`src/rtl/weight_seq_pkg.sv`:
```
// rtl/weight_seq_pkg.sv - shared types, defaults and helpers for the weight sequencer
// Contents: FSM state encoding, default kernel geometry, 9-bit popcount.
package weight_seq_pkg;

    localparam int DEF_KERNEL_SIZE  = 9;
    localparam int DEF_KERNEL_WIDTH = 3;
    localparam int DEF_DATA_WIDTH   = 8;

    typedef enum logic [2:0] {
        ST_IDLE    = 3'd0,
        ST_LD_WEI  = 3'd1,
        ST_KICK    = 3'd2,
        ST_WAIT_EN = 3'd3,
        ST_ROW     = 3'd4,
        ST_DONE    = 3'd5
    } state_t;

    function automatic logic [3:0] popcount9(input logic [8:0] v);
        logic [3:0] c;
        c = '0;
        for (int i = 0; i < 9; i++) begin
            c = c + {3'b000, v[i]};
        end
        return c;
    endfunction

endpackage

```
`src/rtl/wait_timer.sv`:
```
// rtl/wait_timer.sv - clearable cycle counter with max-compare expiry
// Ports: clk, reset (async high), clear, enable, expired (combinational).
module wait_timer #(
    parameter int MAX_COUNT = 15
) (
    input  logic clk,
    input  logic reset,
    input  logic clear,
    input  logic enable,
    output logic expired
);

    localparam int CW = $clog2(MAX_COUNT + 1);

    logic [CW-1:0] count;

    // expired flags the enabled cycle on which the count reaches MAX_COUNT,
    // so the owner can act on that same edge.
    assign expired = enable && (count == CW'(MAX_COUNT - 1));

    always_ff @(posedge clk or posedge reset) begin
        if (reset) begin
            count <= '0;
        end else if (clear) begin
            count <= '0;
        end else if (enable && !expired) begin
            count <= count + 1'b1;
        end
    end

endmodule

```
`src/rtl/weight_seq_ctrl.sv`:
```
// rtl/weight_seq_ctrl.sv - sequences one 3x3 weight kernel into the weight buffer
// Ports: upstream flag/weight valid-ready inputs; flag/weight write strobes and
// data, mode, start, row_cal_done to the buffer; wei_en/row_done from buffer/PE;
// busy, kernel_done, err_timeout status. All outputs are registered.
module weight_seq_ctrl
    import weight_seq_pkg::*;
#(
    parameter int KERNEL_SIZE  = DEF_KERNEL_SIZE,
    parameter int KERNEL_WIDTH = DEF_KERNEL_WIDTH,
    parameter int DATA_WIDTH   = DEF_DATA_WIDTH,
    parameter int EN_TIMEOUT   = 15
) (
    input  logic                   clk,
    input  logic                   reset,
    input  logic                   cfg_mode,
    input  logic                   in_flag_valid,
    input  logic [KERNEL_SIZE-1:0] in_flag,
    output logic                   in_flag_ready,
    input  logic                   in_wei_valid,
    input  logic [DATA_WIDTH-1:0]  in_wei,
    output logic                   in_wei_ready,
    output logic                   wr_req_wei_flag,
    output logic [KERNEL_SIZE-1:0] wr_data_wei_flag,
    output logic                   wr_req_wei,
    output logic [DATA_WIDTH-1:0]  wr_data_wei,
    output logic                   mode,
    output logic                   start,
    input  logic                   wei_en,
    input  logic                   row_done,
    output logic                   row_cal_done,
    output logic                   busy,
    output logic                   kernel_done,
    output logic                   err_timeout
);

    state_t state, state_nxt;

    logic [3:0] wei_left, wei_left_nxt;
    logic [1:0] row_idx, row_idx_nxt;

    logic                   flag_req_nxt, wei_req_nxt;
    logic [KERNEL_SIZE-1:0] flag_data_nxt;
    logic [DATA_WIDTH-1:0]  wei_data_nxt;
    logic                   mode_nxt, start_nxt, row_cal_nxt, err_nxt;
    logic [3:0]             flag_pop;

    logic timer_clear, timer_en, timer_expired;

    // Ready registers mirror the current state, so these are true handshakes.
    logic flag_hs, wei_hs;
    assign flag_hs  = (state == ST_IDLE)   && in_flag_ready && in_flag_valid;
    assign wei_hs   = (state == ST_LD_WEI) && in_wei_ready  && in_wei_valid;
    assign flag_pop = popcount9(in_flag);

    wait_timer #(
        .MAX_COUNT (EN_TIMEOUT)
    ) u_en_timer (
        .clk     (clk),
        .reset   (reset),
        .clear   (timer_clear),
        .enable  (timer_en),
        .expired (timer_expired)
    );

    always_comb begin
        state_nxt     = state;
        wei_left_nxt  = wei_left;
        row_idx_nxt   = row_idx;
        flag_req_nxt  = 1'b0;
        wei_req_nxt   = 1'b0;
        flag_data_nxt = wr_data_wei_flag;
        wei_data_nxt  = wr_data_wei;
        mode_nxt      = mode;
        start_nxt     = 1'b0;
        row_cal_nxt   = 1'b0;
        err_nxt       = err_timeout;
        timer_clear   = 1'b0;
        timer_en      = 1'b0;

        case (state)
            ST_IDLE: begin
                if (flag_hs) begin
                    flag_req_nxt  = 1'b1;
                    flag_data_nxt = in_flag;
                    mode_nxt      = cfg_mode;
                    err_nxt       = 1'b0;
                    wei_left_nxt  = flag_pop;
                    state_nxt     = (flag_pop != 4'd0) ? ST_LD_WEI : ST_KICK;
                end
            end
            ST_LD_WEI: begin
                if (wei_hs) begin
                    wei_req_nxt  = 1'b1;
                    wei_data_nxt = in_wei;
                    wei_left_nxt = wei_left - 4'd1;
                    if (wei_left == 4'd1) begin
                        state_nxt = ST_KICK;
                    end
                end
            end
            ST_KICK: begin
                // start lands one cycle after the last write strobe
                start_nxt   = 1'b1;
                timer_clear = 1'b1;
                state_nxt   = ST_WAIT_EN;
            end
            ST_WAIT_EN: begin
                timer_en = 1'b1;
                // wei_en beats an expiry on the same cycle
                if (wei_en) begin
                    if (mode) begin
                        row_idx_nxt = 2'd0;
                        state_nxt   = ST_ROW;
                    end else begin
                        state_nxt = ST_DONE;
                    end
                end else if (timer_expired) begin
                    err_nxt   = 1'b1;
                    state_nxt = ST_IDLE;
                end
            end
            ST_ROW: begin
                if (row_done) begin
                    row_cal_nxt = 1'b1;
                    row_idx_nxt = row_idx + 2'd1;
                    if (row_idx == 2'(KERNEL_WIDTH - 1)) begin
                        state_nxt = ST_DONE;
                    end
                end
            end
            ST_DONE: begin
                state_nxt = ST_IDLE;
            end
            default: begin
                state_nxt = ST_IDLE;
            end
        endcase
    end

    always_ff @(posedge clk or posedge reset) begin
        if (reset) begin
            state            <= ST_IDLE;
            wei_left         <= '0;
            row_idx          <= '0;
            in_flag_ready    <= 1'b0;
            in_wei_ready     <= 1'b0;
            wr_req_wei_flag  <= 1'b0;
            wr_data_wei_flag <= '0;
            wr_req_wei       <= 1'b0;
            wr_data_wei      <= '0;
            mode             <= 1'b0;
            start            <= 1'b0;
            row_cal_done     <= 1'b0;
            busy             <= 1'b0;
            kernel_done      <= 1'b0;
            err_timeout      <= 1'b0;
        end else begin
            state            <= state_nxt;
            wei_left         <= wei_left_nxt;
            row_idx          <= row_idx_nxt;
            // status outputs describe the state being entered
            in_flag_ready    <= (state_nxt == ST_IDLE);
            in_wei_ready     <= (state_nxt == ST_LD_WEI);
            busy             <= (state_nxt != ST_IDLE);
            kernel_done      <= (state_nxt == ST_DONE);
            wr_req_wei_flag  <= flag_req_nxt;
            wr_data_wei_flag <= flag_data_nxt;
            wr_req_wei       <= wei_req_nxt;
            wr_data_wei      <= wei_data_nxt;
            mode             <= mode_nxt;
            start            <= start_nxt;
            row_cal_done     <= row_cal_nxt;
            err_timeout      <= err_nxt;
        end
    end

endmodule

```
`config.mk`:
```
export PLATFORM = sky130hd
export DESIGN_NAME = weight_seq_ctrl
export DESIGN_NICKNAME = d
export VERILOG_FILES = /design/src/rtl/weight_seq_pkg.sv /design/src/rtl/wait_timer.sv /design/src/rtl/weight_seq_ctrl.sv
export SDC_FILE = /design/constraint.sdc
export NUM_CORES = 1
export LEC_CHECK = 0
export ABC_CLOCK_PERIOD_IN_PS = 2600
export CORE_ASPECT_RATIO = 1.1
export CORE_UTILIZATION = 48
export DETAILED_ROUTE_END_ITERATION = 10
export GPL_TIMING_DRIVEN = 1
export PLACE_DENSITY = 0.77
export SLEW_MARGIN = 20
export SYNTH_ARGS = -nofsm -noshare
export SYNTH_HDL_FRONTEND = slang
export SYNTH_HIERARCHICAL = 1
export SYNTH_SLANG_ARGS = --single-unit
```
`constraint.sdc`:
```
create_clock -name clk -period 2.6 [get_ports clk]
set_input_delay 0.26 -clock clk [delete_from_list [all_inputs] [get_ports clk]]
set_output_delay 0.26 -clock clk [all_outputs]
set_load 0.02 [all_outputs]
```
==> flow_summary.json, run 1 <==
{
  "status": "finished, violations left",
  "violations": "negative setup slack",
  "cts_max_level": 2,
  "grt_max_degree": 37,
  "rows": 24,
  "rsz0062_at_grt": "true",
  "synth-seq-area-share": 0.503,
  "drcViolationCount": 0,
  "cts-hold-fix-buffers": 0,
  "p_clk_frac": 0.170,
  "tightest_slew_ns": 0.516,
  "worstSetupStartpoint": "in_flag[3]",
  "p_comb_frac": 0.515,
  "setup_ws_ns": -0.684,
  "clk_pin_slew_ns": 0.08,
  "synth_top_area_frac": 0.503,
  "wirelength_um": 4530,
  "drtAntennaViolNets": 0,
  "grt_pass1_vias": 1600,
  "p_sw_uw": 1310,
  "synthTopCellsByArea": "dfrtp_1 50%, mux2_2 5.7%, fa_1 5.0%, mux2_1 4.5%, ha_1 4.4%",
  "skew_ns": 0.00706,
  "drive_gt1_frac": 0.213,
  "placed_cell_area_sq_mm": 0.00258,
  "clock_latency_ns": 0.29,
  "total_power_uw": 3460,
  "cts_buffer_depth": 2,
  "cp_num_buf_inv": 3,
  "synth-async-reset-ratio": 1.00,
  "track_usage": 0.223,
  "n_antenna_cell": 0,
  "numCtsBuffers": 5,
  "layout_worst_path_cycle_share": 1.26,
  "wl_per_cell_um": 16.3,
  "min_path_type": "input pin to async pin",
  "fp.dieH_um": 69.5,
  "synth_cells": 167,
  "final.min_clock_period_ns": 3.28,
  "fin_hold_ws_ns": 0.185,
  "vias": 1512,
  "synth_cell_type_count": 46,
  "grt_antenna_before_repair": 0,
  "p_per_area_mw_per_mm2": 1250,
  "cpLargestDelayFamily": "adder cells",
  "syn_nets": 203,
  "setup_viol_count_final": 9,
  "power_leakage_uw": 0.00126,
  "cp-start-kind": "input pin",
  "synth_edf_count": 0,
  "end_kind": "register",
  "slowest_stage": "fa_1",
  "fin_area_sq_mm": 0.00277,
  "viasPerCell": 5.46,
  "drt_iter0_markers": 56,
  "cp_common_cell": "fa_1",
  "synth.largest_area_cell": "dfrtp_1",
  "synth_area_sq_mm": 0.00199,
  "hpwl_um": 3330,
  "synth.avg_cell_area_sq_um": 11.9,
  "synth_seq_cells": 40,
  "portBuffers": 50,
  "seq_power_share": 0.315,
  "dieArea_sq_mm": 0.00441,
  "crit_chain": "buf_6 -> fa_1 -> inv_1 -> fa_1 -> fa_1 -> inv_2 -> fa_2 -> fa_2 -> a2111oi_4 -> a211oi_2 -> and3_1",
  "p_int_uw": 2150,
  "r2r_start": "state[2]",
  "switching_share": 0.379,
  "ir_worst_vdd_v": 0.000797,
  "cts.sinks": 40,
  "relSlewSlack": 0.655,
  "dp.cells": 268,
  "core_sq_mm": 0.00396,
  "die_w_um": 63.4,
  "start_util": 0.502,
  "slew_viol_final": 0,
  "area_delta_synth_final_pct": 38.9,
  "grt_pass1_wl_um": 7450,
  "crit_path_max_incr_delay_ns": 0.52,
  "nNetsFinal": 261,
  "maxCapViolCount": 0,
  "path_max_fanout": 3,
  "setup.worst_path.class": "input pin to register",
  "fmax_mhz": 305,
  "synthFlopType": "dfrtp_1",
  "fin_cells": 277,
  "worstPathArrival_ns": 3.47,
  "pin_count": 51,
  "yosysWarnings": 6,
  "cts_tree": "done",
  "gp_congestion": 0.735,
  "cp.required_ns": 2.78,
  "clock-root-buffer": "clkbuf_8",
  "drtPass1Iterations": 4,
  "hold_violations": 0,
  "grt_overflow": 0
}
[cells in the mapped netlist (2+ instances only)]
| library cell | number |
|---|---|
| a211oi_1 | 2 |
| a21oi_1 | 6 |
| a31oi_1 | 2 |
| and3_1 | 2 |
| buf_4 | 2 |
| buf_6 | 2 |
| dfrtp_1 | 40 |
| fa_1 | 5 |
| ha_1 | 7 |
| inv_1 | 18 |
| mux2_1 | 8 |
| mux2_2 | 10 |
| nand2_1 | 5 |
| nand2b_1 | 2 |
| nand3_1 | 7 |
| nor2_1 | 8 |
| nor3_1 | 5 |
| o21ai_0 | 5 |
| o22a_1 | 4 |
[area by class of cell]
class / count / area (sq um)
fill: 294 / 1200
sequential: 40 / 1000
multi-input combinational: 103 / 955
timing repair buffer: 56 / 544
inverter: 19 / 71.3
clock buffer: 5 / 68.8
tap: 52 / 65.1
clock inverter: 2 / 60.1
[power by group through the flow]
stage	clock (uW)	sequential [uW]	combinational, uW
floorplan	0	1290	852
global placement	0	1080	1590
detailed placement	0	1100	1660
CTS	599	1090	1760
global route	619	1130	1920
finish	587	1090	1780
[stage by stage]
stage | utilization | TNS [ns] | setup slack (ns)
after detailed placement | 0.652 | -10.20 | -1.35
final | 0.698 | -4.37 | -0.684
after CTS | 0.693 | -4.96 | -0.761
after global routing | 0.698 | -5.52 | -0.854
after global placement | 0.652 | -9.43 | -1.26
after floorplan | - | -4.46 | -0.725
[registers in the layout (all words and copies together), names as in the netlist, 2 cells and up]
register          flops
wr_data_wei_flag      9
wr_data_wei           8
u_en_timer/count      4
wei_left              4
state                 3
row_idx               2
[final timing paths]
path,endpoint,slack [ns],cells after the start
hold / removal,u_en_timer/count[1],0.18,2
setup reg to reg,in_flag_ready,0.33,6
hold reg to reg,wr_data_wei[7],0.49,1
min in group clk,wr_data_wei_flag[3],0.21,2
setup / recovery,in_flag_ready,-0.68,11
max in group asynchronous,wr_data_wei[5],1.87,3
[kinds of logic (layout without fill, tap and decap cells)]
group | count (synthesis) | count (layout) | synth area share
AO/OA/AOI/OAI | 27 | 27 | 0.0930
XOR/XNOR | 1 | 1 | 0.00440
adder cells (fa/ha/maj) | 12 | 12 | 0.0943
buffers and inverters | 24 | 82 | 0.0566
flip-flops | 40 | 40 | 0.503
multiplexers | 19 | 19 | 0.107
AND/OR/NAND/NOR | 44 | 44 | 0.142
[layer usage]
metal / track usage / vias to the layer above / share of wire
li1: - / 696 / -
met1: 0.251 / 779 / 0.39
met2: 0.402 / 25 / 0.56
met3: 0.0428 / 12 / 0.026
met4: 0.101 / 0 / 0.023
met5: 0 / - / 0
[cells in the final DEF, fill, tap and decap left out, types with 2 or more instances in the layout]
cell type        instances
nor3_1                   4
nand3_1                  7
fa_1                     3
inv_1                   17
dfrtp_1                 40
fa_2                     2
o22a_1                   4
ha_1                     7
a21oi_2                  2
clkbuf_8                 5
buf_4                    4
nand2_1                  4
a31oi_1                  2
mux2_1                   7
a21oi_1                  5
buf_6                    3
buf_2                    2
nor2_1                   8
mux2_2                  10
inv_2                    2
and3_1                   2
o21ai_0                  4
a211oi_2                 2
bufinv_16                2
nand2b_1                 2
clkdlybuf4s50_1         47
[timing repair]
action | in CTS | in global routing
endpoints found under the hold margin | 0 | 0
pin swaps | 10 | 7
setup endpoints to repair | 9 | 9
gates resized for setup | 21 | 3
setup buffers | 2 | 1
gates cloned | 0 | 0
Note: power is estimated with default switching activity, not from simulation.
==> run 2: changes to the inputs <==
==> constraint.sdc (replaced) <==
create_clock -name clk -period 2.6 [get_ports clk]
set_input_delay 0.26 -clock clk [delete_from_list [all_inputs] [get_ports clk]]
set_output_delay 0.26 -clock clk [all_outputs]
set_load 0.01 [all_outputs]
==> results of run 2 <==
Same layout as run 1 (identical final DEF). Status: finished, violations left: negative setup slack.
Among the figures that moved: total power 3460 uW -> 3320 uW; worst IR drop on VDD 0.000797 V -> 0.000796 V
==> run 3: changes to the inputs <==
--- a/config.mk
+++ b/config.mk
@@ -5,7 +5,7 @@
 export SDC_FILE = /design/constraint.sdc
 export NUM_CORES = 1
 export LEC_CHECK = 0
-export ABC_CLOCK_PERIOD_IN_PS = 2600
+export ABC_CLOCK_PERIOD_IN_PS = 3400
 export CORE_ASPECT_RATIO = 1.1
 export CORE_UTILIZATION = 48
 export DETAILED_ROUTE_END_ITERATION = 10
==> constraint.sdc (replaced) <==
create_clock -name clk -period 3.4 [get_ports clk]
set_input_delay 0.34 -clock clk [delete_from_list [all_inputs] [get_ports clk]]
set_output_delay 0.34 -clock clk [all_outputs]
set_load 0.01 [all_outputs]
==> flow_summary.json, run 3 (synthesis results as in run 1) <==
{
  "pin_count": 51,
  "cts_tree": "done",
  "grt_pass1_vias": 1591,
  "ff2ff_setup_slack_ns": 1.18,
  "setup.worst_path.class": "input pin to register",
  "cts.sinks": 40,
  "fin_area_sq_mm": 0.00267,
  "viasPerCell": 5.25,
  "cpLargestDelayFamily": "adder cells",
  "cts_buffer_depth": 2,
  "fmax_mhz": 301,
  "total_power_uw": 2280,
  "regMostFlops": "wr_data_wei_flag",
  "n_antenna_cell": 0,
  "worstSetupStartpoint": "in_flag[0]",
  "gp_congestion": 0.766,
  "start_util": 0.502,
  "worstPathArrival_ns": 3.51,
  "numCtsBuffers": 5,
  "dieArea_sq_mm": 0.00441,
  "largest_reg_flops": 9,
  "layout_worst_path_cycle_share": 0.978,
  "grt_max_degree": 28,
  "p_per_area_mw_per_mm2": 852,
  "crit_path_max_incr_delay_ns": 0.52,
  "slew_viol_final": 0,
  "mostFrequentLayoutCell": "clkdlybuf4s50_1",
  "cts-hold-fix-buffers": 0,
  "tightest_slew_ns": 0.563,
  "cp.depth": 12,
  "status": "completed",
  "relSlewSlack": 0.624,
  "area_delta_synth_final_pct": 34.3,
  "end_kind": "register",
  "worstReg2RegEnd": "in_flag_ready",
  "drt_iter0_markers": 45,
  "core_sq_mm": 0.00396,
  "cts_max_level": 2,
  "setup_viol_count_final": 0,
  "r2r_start": "state[2]",
  "fp.dieH_um": 69.5,
  "drive_gt1_frac": 0.184,
  "die_w_um": 63.4,
  "cp.required_ns": 3.58,
  "maxCapViolCount": 0,
  "ir_worst_vdd_v": 0.000506,
  "rows": 24,
  "hpwl_um": 3330,
  "grt_overflow": 0,
  "slowest_stage": "fa_1",
  "vias": 1445,
  "power_leakage_uw": 0.00120,
  "totalNegativeSetupSlack_ns": 0,
  "portBuffers": 50,
  "cp_num_buf_inv": 3,
  "min_path_type": "input pin to async pin",
  "hold_violations": 0,
  "crit_chain": "buf_6 -> fa_1 -> inv_1 -> fa_1 -> fa_1 -> inv_2 -> fa_2 -> fa_2 -> xor2_4 -> a2111oi_4 -> a211oi_2 -> and3_1",
  "drtAntennaViolNets": 0,
  "finish.utilization": 0.674,
  "wl_per_cell_um": 15.4,
  "clock-root-buffer": "clkbuf_8",
  "skew_ns": 0.00273,
  "clk_pin_slew_ns": 0.07,
  "rsz0062_at_grt": "true",
  "drcViolationCount": 0,
  "r2r_cells": 6,
  "grt_pass1_wl_um": 7210,
  "final.min_clock_period_ns": 3.32,
  "crit_path_end": "in_flag_ready",
  "cp_common_cell": "fa_1",
  "track_usage": 0.217,
  "nNetsFinal": 259,
  "wirelength_um": 4250,
  "clock_latency_ns": 0.29,
  "drtPass1Iterations": 4,
  "cp-start-kind": "input pin",
  "path_max_fanout": 3,
  "placed_cell_area_sq_mm": 0.00257,
  "grt_antenna_before_repair": 0,
  "reg.largest.list": "wr_data_wei_flag x9, wr_data_wei x8",
  "layout_common_cells": "47 x clkdlybuf4s50_1, 40 x dfrtp_1, 16 x inv_1"
}
==> run 3: how the worst min path moves through the flow <==
stage,start,cells past startpoint,to
6_report,reset,2,u_en_timer/count[2]
3_3_place_gp,wr_data_wei[7],1,wr_data_wei[7]
5_1_grt,in_flag[0],2,wr_data_wei_flag[0]
2_1_floorplan,reset,1,u_en_timer/count[0]
4_1_cts,reset,2,u_en_timer/count[2]
3_5_place_dp,wr_data_wei[6],1,wr_data_wei[6]
==> run 3: layer usage <==
metal,part of all wire,GRT usage,up-vias,wire length [um]
met5,0,0,-,0
met4,0.018,0.0758,0,75
met3,0.035,0.0510,10,150
met2,0.55,0.398,35,2360
met1,0.39,0.238,711,1670
li1,-,-,689,-
==> run 3: layout make-up <==
cell class	count	area, sq um
inverters	19	71.3
clock inverters	1	5.00
well taps	52	65.1
clock buffers	6	72.6
flip-flops and latches	40	1000
fillers	324	1290
multi-input cells	103	930
repair buffers	54	528
==> run 3: metrics by stage <==
step | worst slack (ns) | cells | hold WS (ns)
after floorplan | -0.00588 | 167 | 0.106
final | 0.0754 | 275 | 0.288
after CTS | -0.0352 | 275 | 0.264
after detailed placement | -0.612 | 266 | 0.484
after global routing | -0.0148 | 275 | 0.280
after global placement | -0.546 | 266 | 0.470
==> run 3: power by group <==
group	switching, uW	total [uW]	internal [uW]
Sequential	149	838	689
Combinational	532	1150	617
Clock	151	290	139
Total	832	2280	1450
==> run 3: timing repair <==
action                                  CTS  global route
endpoints found under the setup margin    7             4
setup buffers                             2             0
pin swaps                                 8             8
hold endpoints to repair                  0             0
resized for setup                        15             2
==> run 3: worst register-to-register path: stages (launching register included) <==
cell and delay (ns):
dfrtp_1 0.45, and3b_1 0.47, and4_2 0.29, nor2b_1 0.16, and3b_4 0.24, nor4_4 0.36, and3_1 0.20
==> patch (settings of run 1) <==
Take the reset off `wr_data_wei_flag` and load it in a clocked block of its own.
--- a/src/rtl/weight_seq_ctrl.sv
+++ b/src/rtl/weight_seq_ctrl.sv
@@ -145,7 +145,6 @@
             in_flag_ready    <= 1'b0;
             in_wei_ready     <= 1'b0;
             wr_req_wei_flag  <= 1'b0;
-            wr_data_wei_flag <= '0;
             wr_req_wei       <= 1'b0;
             wr_data_wei      <= '0;
             mode             <= 1'b0;
@@ -164,7 +163,6 @@
             busy             <= (state_nxt != ST_IDLE);
             kernel_done      <= (state_nxt == ST_DONE);
             wr_req_wei_flag  <= flag_req_nxt;
-            wr_data_wei_flag <= flag_data_nxt;
             wr_req_wei       <= wei_req_nxt;
             wr_data_wei      <= wei_data_nxt;
             mode             <= mode_nxt;
@@ -174,5 +172,9 @@
         end
     end
 
+    always_ff @(posedge clk) begin
+        wr_data_wei_flag <= flag_data_nxt;
+    end
+
 endmodule
 
Formal check against the unedited RTL: differs if reset is asserted again (counterexample within 4 cycles, from zero or initial values and one cycle with reset high); with reset held inactive, the same outputs for 10 cycles.
==> patch against run 1 <==
  * The flow still finishes with violations (setup timing)
  * Clock skew decreased by 0.00066 ns
  * Setup slack got worse by 0.26 ns
  * Synthesized cell count decreased by 5.4%
  * Final cell count decreased by 1.4%
  * Design area decreased by 4.4%
  * Synthesized area decreased by 3.9%
  * Sequential cell count unchanged
  * Total power decreased by 23%
  * Sequential share of layout area increased by 3.4 points
  * Wire length decreased by 10%
  * First-iteration DRC count decreased by 55%
  * Critical path depth increased by 1
==> patch: results (changes against run 1) <==
Global route
  – Vias in the first global route: 1498 (-6.4%)
  – First-pass GRT wire length: 6.74 mm (-9.5%)
  – GR Util All Layers: 21.0% (-1.3 points)

Worst setup path
  – Worst setup path end: busy$_DFF_PP0_
  – Worst-path fanout max: 5 (+2)
  – CP peak stage delay: 0.54 ns (+0.02 ns)
  – Reg2reg start: state[1]$_DFF_PP0_
  – WP data arrival: 3.70 ns (+0.23 ns)
  – R2R cell count: 8 (+2)

Power
  – Psw: 0.976 mW (-26%)
  – Leakage: 1.17 nW (-6.5%)

Yosys
  – Register area share after synthesis: 54.7% (+4.4 points)
  – Asr flop ratio synth: 77.5% (-22 points)
  – Number of synthesized flops with an enable pin: 9 (+9)
  – Net Count, Synth: 194 (-4.4%)
  – Synth cell count leaders: dfrtp_1, inv_1, nand2_1
  – Synth area leaders: dfrtp_1, edfxtp_1, mux2_2

Place
  – Hpwl dp: 3.10 mm (-6.9%)
  – DP Area: 2530 µm² (-2.2%)

Routing
  – Mean number of vias per cell: 5.33 (-2.4%)
  – Initial DRC count: 25 (-55%)

Timing
  – Final Setup Violations: 9 (unchanged)
  – Final Skew: 0.00639 ns (-0.000662 ns)
  – Sum of negative setup slack: -6.26 ns (-1.89 ns)
  – PnR worst setup slack: -0.942 ns (-0.258 ns)

Run status
  – Status: finished, violations left
  – Violated checks: setup timing

Layout
  – Share of cells above drive strength 1: 18.8% (-2.5 points)
  – Final net count: 258 (-1.1%)

Min path
  – Worst hold path type: in -> reg
[patch: routing by layer]
layer  up-vias  track usage (%)  routed length, µm
met5         -                0                  0
met4         0             9.01                 74
met3         8             5.67                195
met2        46             39.4               2190
met1       719             22.7               1590
li1        681                -                  -
[patch: per-stage QoR]
stage,hold slack [ns],setup slack [ns],cells
after floorplan,0.0261,-0.914,158
after global placement,0.471,-1.46,263
after detailed placement,0.478,-1.58,263
after CTS,0.141,-1.02,272
after global routing,0.139,-1.02,273
final,0.146,-0.942,273
[patch: final cells by class]
| cell class | instances | area, µm² |
|---|---|---|
| clock buffers | 6 | 82.6 |
| clock inverters | 2 | 13.8 |
| fillers | 285 | 1100 |
| inverters | 20 | 75.1 |
| multi-input cells | 96 | 796 |
| flip-flops and latches | 40 | 1050 |
| well taps | 50 | 62.6 |
| repair buffers | 59 | 567 |
[patch: cells by family after synthesis]
| logic type | Yosys count | share of synthesized area [%] |
|---|---|---|
| multiplexers | 10 | 5.89 |
| AND/OR/NAND/NOR | 45 | 14.3 |
| XOR/XNOR | 1 | 0.458 |
| buffers and inverters | 22 | 4.71 |
| flip-flops | 40 | 54.7 |
| AO/OA/AOI/OAI | 28 | 10.1 |
| adder cells (fa/ha/maj) | 12 | 9.81 |
[patch: how the worst min path moves through the flow]
stage / cells past startpoint / slack [ns] / to / start
4_1_cts: 1 / 0.14 / wr_data_wei_flag[3]$_DFFE_PP_ / in_flag[3]
5_1_grt: 1 / 0.14 / wr_data_wei_flag[3]$_DFFE_PP_ / in_flag[3]
2_1_floorplan: 1 / 0.03 / u_en_timer/count[0]$_DFFE_PP0P_ / reset
3_3_place_gp: 2 / 0.47 / err_timeout$_DFFE_PP0P_ / err_timeout$_DFFE_PP0P_
6_report: 1 / 0.15 / wr_data_wei_flag[3]$_DFFE_PP_ / in_flag[3]
3_5_place_dp: 2 / 0.48 / err_timeout$_DFFE_PP0P_ / err_timeout$_DFFE_PP0P_
[patch: worst register-to-register path, cell delays in order, from the launching register on]
cell and delay [ns]:
dfrtp_1 0.48, nor2b_1 0.21, nand2_1 0.11, inv_1 0.22, and4_2 0.27, nand2b_1 0.07
and3_1 0.22, a211oi_4 0.30, nand3b_1 0.14
[patch: power groups by stage]
stage	clock network [mW]	registers [mW]	logic (mW)
2_1_floorplan	0	1.13	0.626
5_1_grt	0.460	1.01	1.33
6_report	0.430	0.987	1.24
3_3_place_gp	0	0.988	1.17
4_1_cts	0.441	0.985	1.24
3_5_place_dp	0	0.994	1.22
[patch: timing repair]
action | CTS | global route
setup endpoints to repair | 10 | 10
hold buffers | 0 | 0
gates cloned | 0 | 0
pin swaps | 10 | 9
buffers inserted | 1 | 1
gates resized for setup | 15 | 2
